### src/rtl/mem_access_ctrl.sv
// Single-word RAM initiator: sequences select, address, data and the read/write strobe
// around the RAM's MFC handshake, with a bounded wait and registered read data.
//
// state  | meaning
// -------+-----------------------------------------------------------------
// IDLE   | RAM deselected, strobe high; latch request on req
// SETUP  | select and address/data driven, strobe high; clear wait counter
// ACCESS | strobe = ~wr; wait for MFC or until the counter reaches TIMEOUT-1
// HOLD   | strobe back high with address held; done (and err on timeout)
module mem_access_ctrl #(
   parameter int ADDR_W  = 6,
   parameter int DATA_W  = 32,
   parameter int TIMEOUT = 15
) (
   input  logic              clk,
   input  logic              reset,
   input  logic              req,
   input  logic              wr,
   input  logic [ADDR_W-1:0] addr_in,
   input  logic [DATA_W-1:0] wdata,
   output logic [DATA_W-1:0] rdata,
   output logic              busy,
   output logic              done,
   output logic              err,
   output logic [ADDR_W:0]   mem_address,
   output logic [DATA_W-1:0] mem_dataIn,
   input  logic [DATA_W-1:0] mem_dataOut,
   output logic              mem_read_w,
   input  logic              mem_MFC
);

   typedef enum logic [1:0] {
      S_IDLE   = 2'd0,
      S_SETUP  = 2'd1,
      S_ACCESS = 2'd2,
      S_HOLD   = 2'd3
   } state_t;

   localparam logic [7:0] CNT_LAST = 8'(TIMEOUT - 1);

   state_t              state_q, state_d;
   logic                wr_q, wr_d;
   logic [ADDR_W-1:0]   addr_q, addr_d;
   logic [DATA_W-1:0]   wdata_q, wdata_d;
   logic [DATA_W-1:0]   rdata_q, rdata_d;
   logic [7:0]          cnt_q, cnt_d;
   logic                err_flag_q, err_flag_d;

   always_ff @(posedge clk) begin
      if (reset) begin
         state_q    <= S_IDLE;
         wr_q       <= 1'b0;
         addr_q     <= '0;
         wdata_q    <= '0;
         rdata_q    <= '0;
         cnt_q      <= '0;
         err_flag_q <= 1'b0;
      end else begin
         state_q    <= state_d;
         wr_q       <= wr_d;
         addr_q     <= addr_d;
         wdata_q    <= wdata_d;
         rdata_q    <= rdata_d;
         cnt_q      <= cnt_d;
         err_flag_q <= err_flag_d;
      end
   end

   always_comb begin
      state_d    = state_q;
      wr_d       = wr_q;
      addr_d     = addr_q;
      wdata_d    = wdata_q;
      rdata_d    = rdata_q;
      cnt_d      = cnt_q;
      err_flag_d = err_flag_q;
      unique case (state_q)
         S_IDLE: begin
            if (req) begin
               wr_d    = wr;
               addr_d  = addr_in;
               wdata_d = wdata;
               state_d = S_SETUP;
            end
         end
         S_SETUP: begin
            cnt_d   = '0;
            state_d = S_ACCESS;
         end
         S_ACCESS: begin
            // MFC wins over the timeout when both land on the last wait cycle
            if (mem_MFC) begin
               if (!wr_q) rdata_d = mem_dataOut;
               err_flag_d = 1'b0;
               state_d    = S_HOLD;
            end else if (cnt_q == CNT_LAST) begin
               err_flag_d = 1'b1;
               state_d    = S_HOLD;
            end else begin
               cnt_d = cnt_q + 8'd1;
            end
         end
         S_HOLD: begin
            state_d = S_IDLE;
         end
         default: state_d = S_IDLE;
      endcase
   end

   always_comb begin
      busy        = 1'b1;
      done        = 1'b0;
      err         = 1'b0;
      mem_read_w  = 1'b1;
      mem_address = {1'b0, addr_q};
      unique case (state_q)
         S_IDLE: begin
            busy        = 1'b0;
            mem_address = {1'b1, addr_q};
         end
         S_SETUP: ;
         S_ACCESS: mem_read_w = ~wr_q;
         S_HOLD: begin
            done = 1'b1;
            err  = err_flag_q;
         end
         default: ;
      endcase
   end

   assign mem_dataIn = wdata_q;
   assign rdata      = rdata_q;

endmodule
### config.mk
export PLATFORM = sky130hd
export DESIGN_NAME = mem_access_ctrl
export DESIGN_NICKNAME = d
export VERILOG_FILES = /design/src/rtl/mem_access_ctrl.sv
export SDC_FILE = /design/constraint.sdc
export NUM_CORES = 1
export LEC_CHECK = 0
export ABC_AREA = 1
export ABC_CLOCK_PERIOD_IN_PS = 2400
export CAP_MARGIN = 15
export CORE_MARGIN = 3
export CORE_UTILIZATION = 44
export CTS_CLUSTER_SIZE = 8
export DETAILED_ROUTE_END_ITERATION = 12
export GPL_TIMING_DRIVEN = 0
export PLACE_DENSITY = 0.95
export SYNTH_ARGS = -nofsm -noshare
export SYNTH_HDL_FRONTEND = slang
export SYNTH_SLANG_ARGS = --single-unit
### constraint.sdc
create_clock -name clk -period 2.4 [get_ports clk]
set_clock_uncertainty 0.15 [all_clocks]
set_input_delay 0.72 -clock clk [delete_from_list [all_inputs] [get_ports clk]]
set_output_delay 0.72 -clock clk [all_outputs]
set_load 0.1 [all_outputs]
==> flow_metrics.tcl, run 1 <==
set metrics [dict create \
    grt_pass1_wl_mm 15.5 \
    power_switching_mw 3.91 \
    synth_area_leaders "dfxtp_1, nor2_1, o21ai_0, nand2_1, ha_1" \
    rsz0062_at_grt "false" \
    cts_root_buffer "clkbuf_8" \
    cts_tree "yes" \
    ant_nets 0 \
    internal_power_mw 2.88 \
    synthCells 426 \
    finalHoldViolations 0 \
    die_y_um 90.9 \
    seqPwrFrac_pct 27.5 \
    portBuffers 148 \
    num_rows 30 \
    synth.distinct_cells 23 \
    drt_iter0_markers 208 \
    synth_top_area_share_pct 51.8 \
    syn-num-nets 508 \
    vias 3397 \
    grt_max_degree 17 \
    seq_area_sq_um 1640 \
    via_per_inst 4.95 \
    clk_latency_ns 0.34 \
    maxCapViolCount 0 \
    cts.path.max_buffers 2 \
    r2r_cells 7 \
    combPwrFrac_pct 58.5 \
    worstMarginPinSlew_ns 0.569 \
    final_layout_size_suffix_gt1_share_pct 20.2 \
    p_sw_share_pct 57.5 \
    ir_worst_vdd_v 0.000630 \
    crit_fanout 4 \
    antenna_found_initial 0 \
    status "finished clean" \
    p_leak_nw 2.08 \
    relSlewSlack_pct 62.3 \
    ff2ff_setup_slack_ns 0.48 \
    period_needed_ns 2.36 \
    crit_required_ns 1.53 \
    die-area_sq_um 8260 \
    whs_path_depth 2 \
    route.detailed.drc 0 \
    dp_cells 670 \
    cts_hold_buf 0 \
    multi_input_area_sq_um 1330 \
    min_path_type "register to register" \
    endpoint_kind "output pin" \
    grt_pass1_vias 3435 \
    avgRoutedWirePerCell_um 14.3 \
    cp.arrival_ns 1.49 \
    fmax_mhz 423 \
    setup_tns_ns 0 \
    clkPwrFrac_pct 14.0 \
    grtUsageTotal_pct 23.0 \
    fill_cells 524 \
    io_pins 150 \
    die_x_um 90.9 \
    area.growth.synth_to_final_pct 56.8 \
    synth.ff_latch_count 82 \
    period_share_pct 98.5 \
    syn_area_per_cell_sq_um 7.44 \
    yosys.area.top_type "dfxtp_1" \
    ys_warn_count 0 \
    initial_core_util_pct 45.9 \
    grt_overflow 0 \
    seq_area_frac_synth_pct 51.8 \
    path_clk_slew_ns 0.09 \
    worst_setup_path_start_kind "register" \
    path_class "register to output pin" \
    cts.sinks 82 \
    hpwlAfterDp_mm 7.28 \
    core_sq_um 6910 \
    power_density_nw_per_um2 1370 \
    syn_area_sq_um 3170 \
    setup_violations 0 \
    finalMaxSlewViolations 0 \
    numCtsBuffers 9 \
    stdcell_count 686 \
    cts_max_level 3 \
    wl_mm 9.78 \
    fin_nets 667 \
    insertedDiodeCount 0 \
    gp_congestion 0.863 \
    first_pass_iters 5 \
]
[synthesized netlist by cell type, drive strengths merged]
| cell type | number |
|---|---|
| a21oi | 10 |
| nor2 | 154 |
| o211ai | 1 |
| buf | 17 |
| o21a | 1 |
| or2 | 1 |
| inv | 21 |
| clkbuf | 7 |
| dfxtp | 82 |
| nand3 | 10 |
| o21ai | 76 |
| ha | 7 |
| nand2 | 39 |
[layout make-up]
cell class,instances,area share (%)
Buffer,24,2.42
Clock buffer,9,2.49
Clock inverter,7,1.21
Inverter,21,1.71
Multi-Input combinational cell,299,26.8
Sequential cell,82,33.0
Tap cell,96,2.42
Timing Repair Buffer,148,29.9
[layer usage]
| layer | GRT usage [%] | wire (um) |
|---|---|---|
| met5 | 0 | 0 |
| met4 | 10.2 | 251 |
| met3 | 6.33 | 657 |
| met2 | 42.9 | 5100 |
| met1 | 23.9 | 3780 |
[through the flow]
step,utilization (%),hold slack [ns],power (mW),setup WS [ns],instance area [sq um]
floorplan,-,0.290,4.99,-0.0182,3180
global placement,69.2,0.303,5.89,-0.409,4780
detailed placement,69.2,0.320,5.99,-0.466,4780
CTS,72.8,0.342,6.82,0.00122,5020
global route,71.9,0.364,7.07,0.00702,4970
finish,71.9,0.339,6.79,0.0367,4970
[logic make-up (layout without fill, tap and decap cells)]
kind of cell	after synthesis	count (layout)	synth area share (%)
flops	82	82	51.8
fa+ha+maj	7	7	2.76
simple gates	204	204	25.0
compound gates	88	88	14.1
buf+inv	45	209	6.36
[critical path, cell delays in order, from the launching register on]
cell and delay [ns]:
dfxtp_1 0.40, ha_2 0.20, clkdlybuf4s15_2 0.55
[state kept, by name (all words and copies together) (netlist names)]
name,flops
addr_q,6
cnt_q,8
err_flag_q,1
mem_dataIn,32
rdata,32
state_q,2
wr_q,1
[placed cells by master, fill, tap and decap left out, drive strengths merged]
cell type,Yosys,routed
inv,21,24
buf,17,20
nand3,10,10
clkdlybuf4s15,0,58
nor2,154,154
nand2,39,39
o21ai,76,76
clkbuf,7,30
or2,1,1
o21a,1,1
clkinvlp,0,4
a21oi,10,10
o211ai,1,1
ha,7,7
clkdlybuf4s50,0,73
dfxtp,82,82
[power by group through the flow]
stage	clock network (mW)	logic, mW	registers, mW
floorplan	0	0.986	4.00
global placement	0	4.02	1.87
detailed placement	0	4.10	1.89
CTS	0.958	4.00	1.87
global route	1.02	4.15	1.90
finish	0.949	3.97	1.87
[path summary, 6_finish.rpt]
check,from,to
worst max-delay path,state_q[1]$_SDFFE_PP0P_,done
worst min-delay path,addr_q[4]$_SDFFE_PP0P_,addr_q[4]$_SDFFE_PP0P_
worst max register to register,state_q[0]$_SDFFE_PP0P_,mem_dataIn[29]$_SDFFE_PP0P_
worst min register to register,addr_q[4]$_SDFFE_PP0P_,addr_q[4]$_SDFFE_PP0P_
[repair_timing]
action	4_1_cts	5_1_grt
buffers inserted	0	0
gates cloned	0	0
gates resized for setup	223	16
hold endpoints to repair	0	0
setup endpoints to repair	75	15
No activity file was read; power rests on OpenSTA's default activity.
==> inputs of run 2 (changes only) <==
--- a/config.mk
+++ b/config.mk
@@ -13,6 +13,7 @@
 export CTS_CLUSTER_SIZE = 8
 export DETAILED_ROUTE_END_ITERATION = 12
 export GPL_TIMING_DRIVEN = 0
+export MAX_ROUTING_LAYER = met4
 export PLACE_DENSITY = 0.95
 export SYNTH_ARGS = -nofsm -noshare
 export SYNTH_HDL_FRONTEND = slang
==> run 2 against run 1 <==
  * Routed wire length down 6.8%
  * Sequential share of layout area up 0.66 points
  * Register-to-register slack better by 0.07 ns
  * Final cell count unchanged
  * Global-route usage shrank 0.23 points
  * Count of clock-buffer cells in the layout unchanged
  * Final area decreased by 2.0%
  * Hold slack worse by 0.0091 ns
==> flow_metrics.tcl, run 2 (synthesis gave the netlist of run 1 again) <==
set metrics [dict create \
    fmax_mhz 422 \
    hpwlAfterDp_mm 6.99 \
    via_per_inst 4.90 \
    grt_pass1_wl_mm 15.0 \
    power_density_nw_per_um2 1430 \
    rsz0062_at_grt "false" \
    finalMaxSlewViolations 0 \
    setup_ws_ns 0.0298 \
    crit_buf_inv 1 \
    p_leak_nw 2.14 \
    min_path_type "register to register" \
    cts.sinks 82 \
    fill_cells 538 \
    die_y_um 90.9 \
    crit_start "rdata[3]$_SDFFE_PP0P_" \
    finalHoldViolations 0 \
    antenna_found_initial 0 \
    drt_iter0_markers 173 \
    layout_commonest_cell "nor2_1" \
    finish.utilization_pct 70.5 \
    clk_latency_ns 0.34 \
    worstMarginPinSlew_ns 0.958 \
    crit_required_ns 1.53 \
    portBuffers 148 \
    setup_violations 0 \
    wl_mm 9.12 \
    crit_family "buffers and inverters" \
    cts_setup_buffers 0 \
    fin_nets 667 \
    core_sq_um 6910 \
    cts_root_buffer "clkbuf_8" \
    gp_congestion 0.919 \
    min_from "err_flag_q$_SDFFE_PP0P_" \
    crit_chain "clkdlybuf4s15_1" \
    final_layout_size_suffix_gt1_share_pct 19.7 \
    period_share_pct 98.8 \
    status "finished clean" \
    path_clk_slew_ns 0.09 \
    maxCapViolCount 0 \
    num_rows 30 \
    dp_worst_setup_slack_ns -0.442 \
    reg2reg_from "state_q[1]$_SDFFE_PP0P_" \
    vias 3359 \
    cts.path.max_buffers 2 \
    grt_max_degree 16 \
    die_x_um 90.9 \
    worst_setup_path_start_kind "register" \
    avgRoutedWirePerCell_um 13.3 \
    io_pins 150 \
    grt_overflow 0 \
    first_pass_iters 5 \
    ant_nets 0 \
    cts_max_level 3 \
    slowest_stage "clkdlybuf4s15_1" \
    ir_worst_vdd_v 0.000844 \
    grtUsageTotal_pct 22.8 \
    grt_pass1_vias 3302 \
    numCtsBuffers 9 \
    relSlewSlack_pct 36.4 \
    die-area_sq_um 8260 \
    insertedDiodeCount 0 \
    route.detailed.drc 0 \
    final_cell_mix "nor2_1, dfxtp_1, clkdlybuf4s50_1" \
    slowest_delay_ns 0.83 \
    period_needed_ns 2.37 \
    path_class "register to output pin" \
    cts_tree "yes" \
    endpoint_kind "output pin" \
    cp.arrival_ns 1.50 \
    crit_fanout 2 \
    area.growth.synth_to_final_pct 53.7 \
    initial_core_util_pct 45.9 \
]
-- run 2: changes by cell type in the layout (fill, tap and decap cells not counted) --
cell / delta
clkdlybuf4s15_2: -27
ha_1: +1
clkbuf_2: +25
clkdlybuf4s15_1: +2
clkinvlp_4: -2
inv_8: -1
clkinv_4: +1
inv_6: -1
bufinv_16: +3
ha_2: -1
-- run 2: per-layer routing --
layer / vias to the layer above / global-route usage (%) / part of all wire, %
met1: 1547 / 25.7 / 41
li1: 1667 / - / -
met3: 20 / 5.17 / 6.7
met2: 125 / 39.6 / 50
met5: - / - / 0
met4: 0 / 8.42 / 2.2
-- run 2: timing repair --
item                       in CTS  in global routing
hold buffers                    0                  0
hold endpoints to repair        0                  0
resized for setup             195                 41
setup endpoints to repair      75                 40
-- run 2: through the flow --
stage	setup TNS, ns	area (sq um)	instances	hold WS [ns]	power, mW
floorplan	-0.0182	3180	426	0.290	4.99
global placement	-1.36	4780	670	0.304	5.89
detailed placement	-1.46	4780	670	0.317	5.98
CTS	0	5050	686	0.337	7.06
global route	0	4870	686	0.356	7.28
finish	0	4870	686	0.330	6.96
-- run 2: worst reg2reg max path, stage by stage (launching register included) --
cell and delay [ns]:
dfxtp_1 0.39, inv_1 0.10, ha_2 0.19, nand2_1 0.13, clkbuf_2 0.24, clkbuf_1 0.34
o21ai_0 0.14, nor2_1 0.11
-- run 2: cell type report --
type / instances / area (sq um) / area share, %
timing repair buffer: 148 / 1330 / 27.2
inverter: 21 / 85.1 / 1.75
clock buffer: 9 / 124 / 2.54
buffer: 24 / 120 / 2.47
sequential: 82 / 1640 / 33.7
multi-input combinational: 299 / 1330 / 27.3
tap: 96 / 120 / 2.47
clock inverter: 7 / 124 / 2.54
-- run 2: path summary, 6_finish.rpt --
kind | cells past startpoint | to | slack, ns
max | 1 | rdata[3] | 0.03
min | 1 | err_flag_q$_SDFFE_PP0P_ | 0.33
max reg2reg | 7 | addr_q[2]$_SDFFE_PP0P_ | 0.55
min reg2reg | 1 | err_flag_q$_SDFFE_PP0P_ | 0.33
-- run 2: where the power goes --
part | switching [mW] | internal [mW] | total, mW
clock network | 0.516 | 0.700 | 1.22
registers | 0.173 | 1.69 | 1.86
logic | 3.16 | 0.726 | 3.88
==> inputs of run 3 (changes only) <==
--- a/config.mk
+++ b/config.mk
@@ -10,7 +10,6 @@
 export CAP_MARGIN = 15
 export CORE_MARGIN = 3
 export CORE_UTILIZATION = 44
-export CTS_CLUSTER_SIZE = 8
 export DETAILED_ROUTE_END_ITERATION = 12
 export GPL_TIMING_DRIVEN = 0
 export MAX_ROUTING_LAYER = met4
==> results of run 3 <==
No change in the layout: final DEF, timing and power equal those of run 2.
